--- config.mk ---
export PLATFORM = sky130hd
export DESIGN_NAME = servo_pwm_array
export DESIGN_NICKNAME = d
export VERILOG_FILES = /design/src/rtl/servo_pwm_array.sv
export SDC_FILE = /design/constraint.sdc
export NUM_CORES = 1
export LEC_CHECK = 0
export CORE_UTILIZATION = 40
export DETAILED_ROUTE_END_ITERATION = 12
export PLACE_DENSITY = 0.52
export SLEW_MARGIN = 25
export SYNTH_ARGS = -nofsm -noshare
export SYNTH_HDL_FRONTEND = slang
export SYNTH_SLANG_ARGS = --single-unit
--- constraint.sdc ---
create_clock -name i_Clk -period 5 [get_ports i_Clk]
set_input_delay 1 -clock i_Clk [delete_from_list [all_inputs] [get_ports i_Clk]]
set_output_delay 1 -clock i_Clk [all_outputs]
set_load 0.02 [all_outputs]
--- src/rtl/servo_pwm_array.sv ---
// rtl/servo_pwm_array.sv - NUM_CH servo PWM outputs from one frame counter, slew-limited, frame-aligned updates.
// Optional macro SERVO_STAGGER_EN offsets channel k's rise by k*STAGGER_CYC cycles.
module servo_pwm_array #(
  parameter int NUM_CH      = 4,
  parameter int ANGLE_W     = 8,
  parameter int PERIOD_CYC  = 500000,
  parameter int MIN_PULSE   = 25000,
  parameter int MAX_PULSE   = 50000,
  parameter int PULSE_LSB   = 98,
  parameter int SLEW_STEP   = 2500,
  parameter int CNT_W       = 19,
  parameter int STAGGER_CYC = 1000
) (
  input  logic                      i_Clk,
  input  logic                      clr_n,
  input  logic                      i_Enable,
  input  logic [NUM_CH*ANGLE_W-1:0] i_Angle,
  input  logic [NUM_CH-1:0]         i_Load,
  output logic [NUM_CH-1:0]         o_Pwm,
  output logic                      o_Frame_Start,
  output logic                      o_Busy
);

`ifdef SERVO_STAGGER_EN
  localparam int STAGGER_ON = 1;
  if ((NUM_CH - 1) * STAGGER_CYC + MAX_PULSE > PERIOD_CYC) begin : g_stagger_overflow
    $error("servo_pwm_array: staggered pulse window exceeds the frame");
  end
`else
  localparam int STAGGER_ON = 0;
`endif

  localparam logic [CNT_W:0]   MIN_W    = (CNT_W+1)'(MIN_PULSE);
  localparam logic [CNT_W:0]   MAX_W    = (CNT_W+1)'(MAX_PULSE);
  localparam logic [CNT_W:0]   LSB_W    = (CNT_W+1)'(PULSE_LSB);
  localparam logic [CNT_W-1:0] STEP_W   = CNT_W'(SLEW_STEP);
  localparam logic [CNT_W-1:0] LAST_CNT = CNT_W'(PERIOD_CYC - 1);
  localparam logic [CNT_W-1:0] CENTER   = CNT_W'(MIN_PULSE + (2 ** (ANGLE_W - 1)) * PULSE_LSB);

  logic [CNT_W-1:0] cnt;
  logic             en_q;
  logic [CNT_W-1:0] target [NUM_CH];
  logic [CNT_W-1:0] cur    [NUM_CH];
  logic [NUM_CH-1:0] pwm_next;
  logic [NUM_CH-1:0] mismatch;
  logic [CNT_W:0]    lo;
  logic              boundary;

  assign boundary = (cnt == LAST_CNT);

  // One spare bit keeps the product from wrapping before the clamp.
  function automatic logic [CNT_W-1:0] code_to_width(input logic [ANGLE_W-1:0] code);
    logic [CNT_W:0] raw;
    raw = MIN_W + (CNT_W+1)'(code) * LSB_W;
    if (raw > MAX_W) raw = MAX_W;
    return raw[CNT_W-1:0];
  endfunction

  function automatic logic [CNT_W-1:0] slew(input logic [CNT_W-1:0] now, input logic [CNT_W-1:0] goal);
    logic [CNT_W-1:0] next;
    next = goal;
    if (SLEW_STEP != 0) begin
      if (goal > now) begin
        if (goal - now > STEP_W) next = now + STEP_W;
      end else begin
        if (now - goal > STEP_W) next = now - STEP_W;
      end
    end
    return next;
  endfunction

  always_comb begin
    pwm_next = '0;
    mismatch = '0;
    lo       = '0;
    for (int k = 0; k < NUM_CH; k++) begin
      lo          = (CNT_W+1)'(k * STAGGER_CYC * STAGGER_ON);
      pwm_next[k] = en_q && ({1'b0, cnt} >= lo) && ({1'b0, cnt} < lo + {1'b0, cur[k]});
      mismatch[k] = (cur[k] != target[k]);
    end
  end

  // cur and en_q only move on the boundary edge, so a frame never sees a partial update.
  always_ff @(posedge i_Clk or negedge clr_n) begin
    if (!clr_n) begin
      cnt           <= '0;
      en_q          <= 1'b0;
      o_Pwm         <= '0;
      o_Frame_Start <= 1'b0;
      o_Busy        <= 1'b0;
      for (int k = 0; k < NUM_CH; k++) begin
        target[k] <= CENTER;
        cur[k]    <= CENTER;
      end
    end else begin
      cnt           <= boundary ? '0 : cnt + CNT_W'(1);
      o_Frame_Start <= (cnt == '0);
      o_Pwm         <= pwm_next;
      o_Busy        <= |mismatch;
      if (boundary) en_q <= i_Enable;
      for (int k = 0; k < NUM_CH; k++) begin
        if (i_Load[k]) target[k] <= code_to_width(i_Angle[k*ANGLE_W +: ANGLE_W]);
        if (boundary) cur[k] <= slew(cur[k], target[k]);
      end
    end
  end

endmodule

* Yosys cells after proc, flatten, opt, wreduce, memory -nomap -nowiden
Cells that the tools add are included.
Cells by class: add/sub/neg operators 21, multipliers 4, divide/modulo/power cells 0, $lt $le $gt $ge 20, equal/unequal tests 5, shifts and indexed selects 0, mux-type cells 17, bitwise gates (word level) 0, reductions and logical operators 6
Operator list (count):
- $mux W19 | 14
- $gt A19 B12 Y1 const B | 8
- $sub A19 B19 Y19 | 8
- $add A19 B12 Y19 const B | 4
- $gt A19 B19 Y1 | 4
- $lt A19 B19 Y1 | 4
- $ne A19 B19 Y1 | 4
- $sub A19 B12 Y19 const B | 4
- $add A15 B15 Y16 const A | 4
- $gt A16 B16 Y1 const B | 4
- $mul A8 B6 Y14 const B | 4
- $mux W16 | 3
- $add A19 B1 Y19 const B | 1
- $eq A19 B19 Y1 const B | 1
- $logic_not A19 Y1 | 1
- $logic_and A1 B1 Y1 | 4
- $reduce_or A4 Y1 | 1
Word-level totals: bits in registers 178, bits in latches 0, memory bits (writable) 0, bits in read-only memories 0, bits of input ports 39, output and inout port bits 6, memories kept 0

* Longest topological paths before layout
Gate-level depths: netlist (run 1).
word-level depth 4, depth in mapped cells 18

* Worst setup path after synthesis (run 1)
No wires, ideal clock.
path type in2reg, from input port i_Angle[11], to register target[39] (netlist name), library setup time 0.132 ns, arrival 4.963 ns, slack -0.096 ns, stages 17, cells stage by stage inv_1 > ha_1 > inv_1 > fa_1 > ha_1 > ha_1 > a21o_1 > a21oi_1 > o21ai_0 > a21oi_1 > o21ai_0 > xnor2_1 > mux2i_1 > nor2_1 > a2111oi_0 > buf_2 > o22ai_1
Between the ends: cells in the longest elaborated chain, start to end 4
RTL lines:
- start, declared | RTL line 17 | input logic [NUM_CH*ANGLE_W-1:0] i_Angle,
- $mul A8 B6 Y14 | RTL line 54 | raw = MIN_W + (CNT_W+1)'(code) * LSB_W;
- $add A15 B15 Y16 | RTL line 54
- $gt A16 B16 Y1 | RTL line 55 | if (raw > MAX_W) raw = MAX_W;
- $mux W16 | RTL line 55
- end signal, assigned by index | RTL line 102 | if (i_Load[k]) target[k] <= code_to_width(i_Angle[k*ANGLE_W +: ANGLE_W]);
- end, declared | RTL line 42 | logic [CNT_W-1:0] target [NUM_CH];
Every way passes these cells. A chain may end at the register's enable or synchronous reset.

* Worst setup path after layout (run 1)
from input port i_Angle[10], to register target[49] (netlist name)
Between the ends: cells in the longest elaborated chain, start to end 4
RTL lines (RTL line):
- $mul A8 B6 Y14 * | 54
- $add A15 B15 Y16 * | 54
- $gt A16 B16 Y1 | 55
- $mux W16 * | 55
Mark *: on every way between the ends. The rest lies on a longest branch, timed or not.

==> flow_summary.json, run 1 <==
{
  "grt_max_degree": 71,
  "hold_violations": 0,
  "placed_cell_area_mm2": 0.0234,
  "hold_slack_ns": 0.499,
  "final_nets": 3174,
  "multi_input_area_mm2": 0.0163,
  "dpl.hpwl_um": 54300,
  "drtIter0Drc": 1619,
  "clk_pin_slew_ns": 0.07,
  "cts_buffers": 17,
  "async_flop_share_pct": 100,
  "synth_top_area_cell": "ha_1",
  "dp_slack_ns": -0.779,
  "p_total_mw": 8.94,
  "pin_count": 45,
  "max_clock_freq_mhz": 211,
  "fin_crit_sh_pct": 94.7,
  "vias": 20900,
  "cp-end-kind": "flip-flop",
  "ir_drop_v": 0.000240,
  "yosysMostFrequentCell": "ha_1",
  "critPathMostFrequentCell": "ha_1",
  "cts.sinks": 158,
  "avgSynthCellArea_um2": 7.98,
  "grt_use_total_pct": 25.3,
  "ys_warn_count": 0,
  "synth_common_cells": "ha_1, inv_1, a21oi_1",
  "tightest_slew_ns": 1.03,
  "critPathMaxStageDelay_ns": 0.51,
  "synth_nets": 3093,
  "coreArea_mm2": 0.0530,
  "vias_per_cell": 5.97,
  "ant_nets": 0,
  "drv_slew": 0,
  "cp_slowest_cell": "clkdlybuf4s50_1",
  "ys_seq_area_share_pct": 18.6,
  "h-tree-depth": 4,
  "synth_area_leaders": "ha_1, dfrtp_1, dfstp_2",
  "insertion_delay_ns": 0.50,
  "grt_overflow": 0,
  "crit_fanout": 9,
  "design_area_mm2": 0.0241,
  "clock_skew_ns": 0.0199,
  "hp-class": "reg -> reg",
  "avgRoutedWirePerCell_um": 19.7,
  "start_util_pct": 40.8,
  "regArea_mm2": 0.00401,
  "antenna_found_initial": 1,
  "synth_enable_flop_cells": 0,
  "drtPass1Iterations": 6,
  "drive_above_1_share_pct": 10.2,
  "powerDensity_mw_per_mm2": 371,
  "syn_area_mm2": 0.0216,
  "cap_violations": 0,
  "cp.required_ns": 5.39,
  "arrival_ns": 5.12,
  "yosysUniqueCellTypes": 97,
  "rsz0062_at_grt": "false",
  "placementRows": 84,
  "p_leak_nw": 10.7,
  "fillers": 5328,
  "die_area_mm2": 0.0550,
  "drc": 0,
  "status": "complete, no violations",
  "numPortBuffers": 44,
  "syn2layout_area_growth_pct": 11.6,
  "ys_seq_elements": 158,
  "synth_top_area_share_pct": 19.1,
  "maxSlewHeadroom_pct": 31.4,
  "worst_slack_ns": 0.266,
  "ys.flop_type": "dfrtp_1",
  "gp_congestion": 0.915,
  "setup_viol": 0,
  "syn_inst": 2709,
  "drt-total-wl_um": 68800,
  "ctsHoldBuffers": 0,
  "min_period_ns": 4.73,
  "grt_pass1_wl_um": 111000,
  "worst_setup_path_start_kind": "input pin",
  "first_global_vias": 20100,
  "fin_cells": 3492,
  "place_inst": 3458,
  "dieWidth_um": 234,
  "crit_chain": "clkdlybuf4s50_1 -> ha_1 -> fa_1 -> ha_1 -> ha_1 -> inv_1 -> fa_1 -> nor2b_1 -> o21ai_0 -> a21boi_0 -> nor2_1 -> and2_1 -> a2111oi_4 -> a21oi_1 -> nor2_1 -> a2111oi_4 -> buf_4 -> buf_12 -> o22ai_1",
  "cts_root_buffer": "clkbuf_16",
  "path_class": "in -> reg",
  "die_y_um": 234,
  "cts_tree": "built",
  "clock_path_buffers": 2
}
## stage by stage
stage / TNS, ns / utilization, %
finish: 0 / 45.5
global route: 0 / 45.5
CTS: 0 / 45.4
detailed placement: -15.59 / 44.2
global placement: -12.37 / 44.2
floorplan: 0 / -
## final timing paths
check                            start         end  slack [ns]  cells after the start
max                        i_Angle[10]  target[49]        0.27                     19
min in group asynchronous        clr_n     cur[17]        0.54                      1
max reg2reg                 target[62]     cur[58]        0.59                     12
max in group asynchronous        clr_n  target[39]        3.29                      2
min reg2reg                 target[41]     cur[41]        0.50                      2
min                         target[41]     cur[41]        0.50                      2
## metal layers
metal / track usage [%] / routed length (µm)
met2: 42.2 / 32300
met4: 6.03 / 1120
met3: 3.02 / 2830
met5: 0 / 0
met1: 34.8 / 32600
## repair_timing
item                       in CTS  in global routing
setup buffers                   0                  1
resized for setup               1                 16
pin swaps                       0                  3
setup endpoints to repair      13                 41
## cell families after synthesis
group           synth area share [%]
mux                             1.41
xor+xnor                        6.40
compound gates                  27.5
buf+inv                         6.41
simple gates                    19.1
fa+ha+maj                       20.5
flops                           18.6
## critical path, delay by kind of cell
family / cells / cell delay (ns)
AO/OA/AOI/OAI: 6 / 1.01
buffers and inverters: 4 / 0.88
adder cells (fa/ha/maj): 5 / 1.58
AND/OR/NAND/NOR: 4 / 0.63
## registers in the layout, indices dropped and copies added, names as in the netlist
signal	flops
cnt	19
cur	72
en_q	1
o_Busy	1
o_Frame_Start	1
o_Pwm	4
target	60
## cell type report
class / count / area share [%]
clock buffer: 19 / 1.84
sequential: 158 / 16.6
multi-input combinational: 2204 / 67.7
timing repair buffer: 179 / 6.14
clock inverter: 13 / 0.555
inverter: 230 / 3.58
antenna: 1 / 0.0104
tap: 688 / 3.57
## report_power, final
part / switching [mW] / internal (mW)
Clock: 0.642 / 0.707
Sequential: 0.215 / 1.51
Combinational: 3.52 / 2.34
Total: 4.38 / 4.56
## cell usage in the layout, fill, tap and decap left out, types with 87 or more instances in the layout
| cell type | count |
|---|---|
| a21oi_1 | 178 |
| buf_4 | 133 |
| dfrtp_1 | 110 |
| ha_1 | 329 |
| inv_1 | 228 |
| nand2_1 | 169 |
| nand3_1 | 87 |
| nor2_1 | 177 |
| o21ai_0 | 149 |
| xnor2_1 | 98 |
No activity file was read; power rests on OpenSTA's default activity.
==> run 2: changes to the inputs <==
--- a/config.mk
+++ b/config.mk
@@ -5,6 +5,7 @@
 export SDC_FILE = /design/constraint.sdc
 export NUM_CORES = 1
 export LEC_CHECK = 0
+export CAP_MARGIN = 20
 export CORE_UTILIZATION = 40
 export DETAILED_ROUTE_END_ITERATION = 12
 export PLACE_DENSITY = 0.52
==> results of run 2 <==
The final DEF is identical to that of run 1; final timing and power are the same.
==> run 3: changes to the inputs <==
--- a/config.mk
+++ b/config.mk
@@ -6,6 +6,7 @@
 export NUM_CORES = 1
 export LEC_CHECK = 0
 export CAP_MARGIN = 20
+export CORE_ASPECT_RATIO = 1.75
 export CORE_UTILIZATION = 40
 export DETAILED_ROUTE_END_ITERATION = 12
 export PLACE_DENSITY = 0.52
==> constraint.sdc (replaced) <==
create_clock -name i_Clk -period 5.2 [get_ports i_Clk]
set_input_delay 1.04 -clock i_Clk [delete_from_list [all_inputs] [get_ports i_Clk]]
set_output_delay 1.04 -clock i_Clk [all_outputs]
set_load 0.02 [all_outputs]
==> run 3 against run 2 <==
  * Count of clock-buffer cells in the layout is 2 lower
  * Sequential share of layout area increased by 0.34 points
  * Cell count down 1.6%
  * Utilization decreased by 1.3 points
  * Clock skew shrank 0.0072 ns
  * Critical path type unchanged
  * Highest routed layer unchanged
==> flow_summary.json, run 3 (synthesis results as in run 1) <==
{
  "cp.required_ns": 5.56,
  "top_regs": "cur (72), target (60), cnt (19)",
  "avgRoutedWirePerCell_um": 21.0,
  "top_register": "cur",
  "max_clock_freq_mhz": 206,
  "place_inst": 3404,
  "setup_viol": 0,
  "rr_worst_depth": 13,
  "drtPass1Iterations": 5,
  "antenna_found_initial": 0,
  "ir_drop_v": 0.000236,
  "drive_above_1_share_pct": 8.32,
  "start_util_pct": 40.5,
  "antenna_cells": 0,
  "drtIter0Drc": 1115,
  "r2r_slack_ns": 0.60,
  "die_y_um": 309,
  "maxSlewHeadroom_pct": 36.4,
  "p_leak_nw": 10.4,
  "grt_pass1_wl_um": 115000,
  "grt_use_total_pct": 26.6,
  "cts.sinks": 158,
  "ctsHoldBuffers": 0,
  "drc": 0,
  "layout_common_cells": "ha_1, inv_1, a21oi_1, nor2_1, nand2_1",
  "hold_slack_ns": 0.493,
  "insertion_delay_ns": 0.46,
  "min_period_ns": 4.85,
  "path_class": "in -> reg",
  "numPortBuffers": 44,
  "reg2reg_to": "cur[51]",
  "grt_max_degree": 78,
  "arrival_ns": 5.21,
  "vias_per_cell": 6.13,
  "utilization_pct": 44.3,
  "grt_overflow": 0,
  "coreArea_mm2": 0.0534,
  "vias": 21100,
  "drv_slew": 0,
  "ant_nets": 0,
  "h-tree-depth": 4,
  "tightest_slew_ns": 0.950,
  "first_global_vias": 21500,
  "cp-end-kind": "flip-flop",
  "worst_slack_ns": 0.349,
  "crit_start": "i_Angle[27]",
  "placementRows": 112,
  "rsz0062_at_grt": "false",
  "critical_path.reg2reg.startpoint": "cur[39]",
  "fin_cells": 3437,
  "dp_slack_ns": -0.271,
  "drt-total-wl_um": 72100,
  "fillers": 5382,
  "final_nets": 3124,
  "clock_path_buffers": 2,
  "dieWidth_um": 178,
  "cts_tree": "built",
  "pin_count": 45,
  "powerDensity_mw_per_mm2": 356,
  "crit_path_end": "target[3]",
  "syn2layout_area_growth_pct": 9.35,
  "largest_reg_flops": 72,
  "status": "complete, no violations",
  "cts_buffers": 17,
  "dpl.hpwl_um": 58300,
  "die_area_mm2": 0.0550,
  "fin_crit_sh_pct": 93.3,
  "layout_commonest_cell": "ha_1",
  "clk_pin_slew_ns": 0.07,
  "gp_congestion": 0.918,
  "hold_violations": 0,
  "hp-class": "reg -> reg",
  "worst_setup_path_start_kind": "input pin",
  "clock_skew_ns": 0.0127,
  "multi_input_area_mm2": 0.0162,
  "crit_fanout": 5,
  "cap_violations": 0,
  "cts_root_buffer": "clkbuf_16",
  "regArea_mm2": 0.00401
}
[run 3: cell type report]
| class | count | area share, % |
|---|---|---|
| clock buffers | 17 | 1.80 |
| repair buffers | 129 | 4.57 |
| well taps | 684 | 3.62 |
| clock inverters | 15 | 0.646 |
| multi-input cells | 2204 | 68.7 |
| flip-flops and latches | 158 | 17.0 |
| inverters | 230 | 3.65 |
[run 3: metal layers]
layer  part of all wire, %  vias to the layer above  GRT usage, %  wire [µm]
li1                      -                    10100             -          -
met1                    37                    10200          26.3      26500
met2                    55                      553          52.8      39700
met3                   2.5                      180          1.91       1780
met4                   5.8                        0          16.0       4190
met5                     0                        -             0          0
[run 3: power breakdown]
part | total (mW) | internal (mW) | switching, mW | leakage (nW)
Combinational | 5.47 | 2.11 | 3.37 | 8.19
Sequential | 1.65 | 1.45 | 0.203 | 1.93
Clock | 1.29 | 0.676 | 0.613 | 0.277
[run 3: repair_timing]
item	4_1_cts	5_1_grt
endpoints found under the setup margin	0	26
setup buffers	0	1
gates resized for setup	0	7
[run 3: how the worst min path moves through the flow]
| stage | from | end | slack [ns] | depth (start not counted) |
|---|---|---|---|---|
| floorplan | target[7] | target[7] | 0.47 | 2 |
| global placement | target[41] | cur[41] | 0.48 | 2 |
| detailed placement | target[41] | cur[41] | 0.49 | 2 |
| CTS | target[41] | cur[41] | 0.50 | 2 |
| global route | target[41] | cur[41] | 0.52 | 2 |
| finish | target[41] | cur[41] | 0.49 | 2 |
[run 3: per-stage QoR]
stage	TNS [ns]	power (mW)	cell area, µm²
global placement	-1.71	7.01	23000
floorplan	0	5.53	21600
CTS	0	8.38	23600
global route	0	9.03	23600
finish	0	8.42	23600
detailed placement	-5.00	7.05	23000
[run 3: critical path: stages]
cell and delay (ns):
clkdlybuf4s50_1 0.48, inv_1 0.05, ha_1 0.28, inv_1 0.07, fa_1 0.46, ha_1 0.32
inv_1 0.06, fa_1 0.44, nor2b_1 0.12, o21ai_0 0.11, a21boi_1 0.20, o21ai_0 0.12
nor3b_1 0.17, o22ai_1 0.22, xor2_1 0.31, a41oi_1 0.19, o31a_1 0.33, o31ai_1 0.26
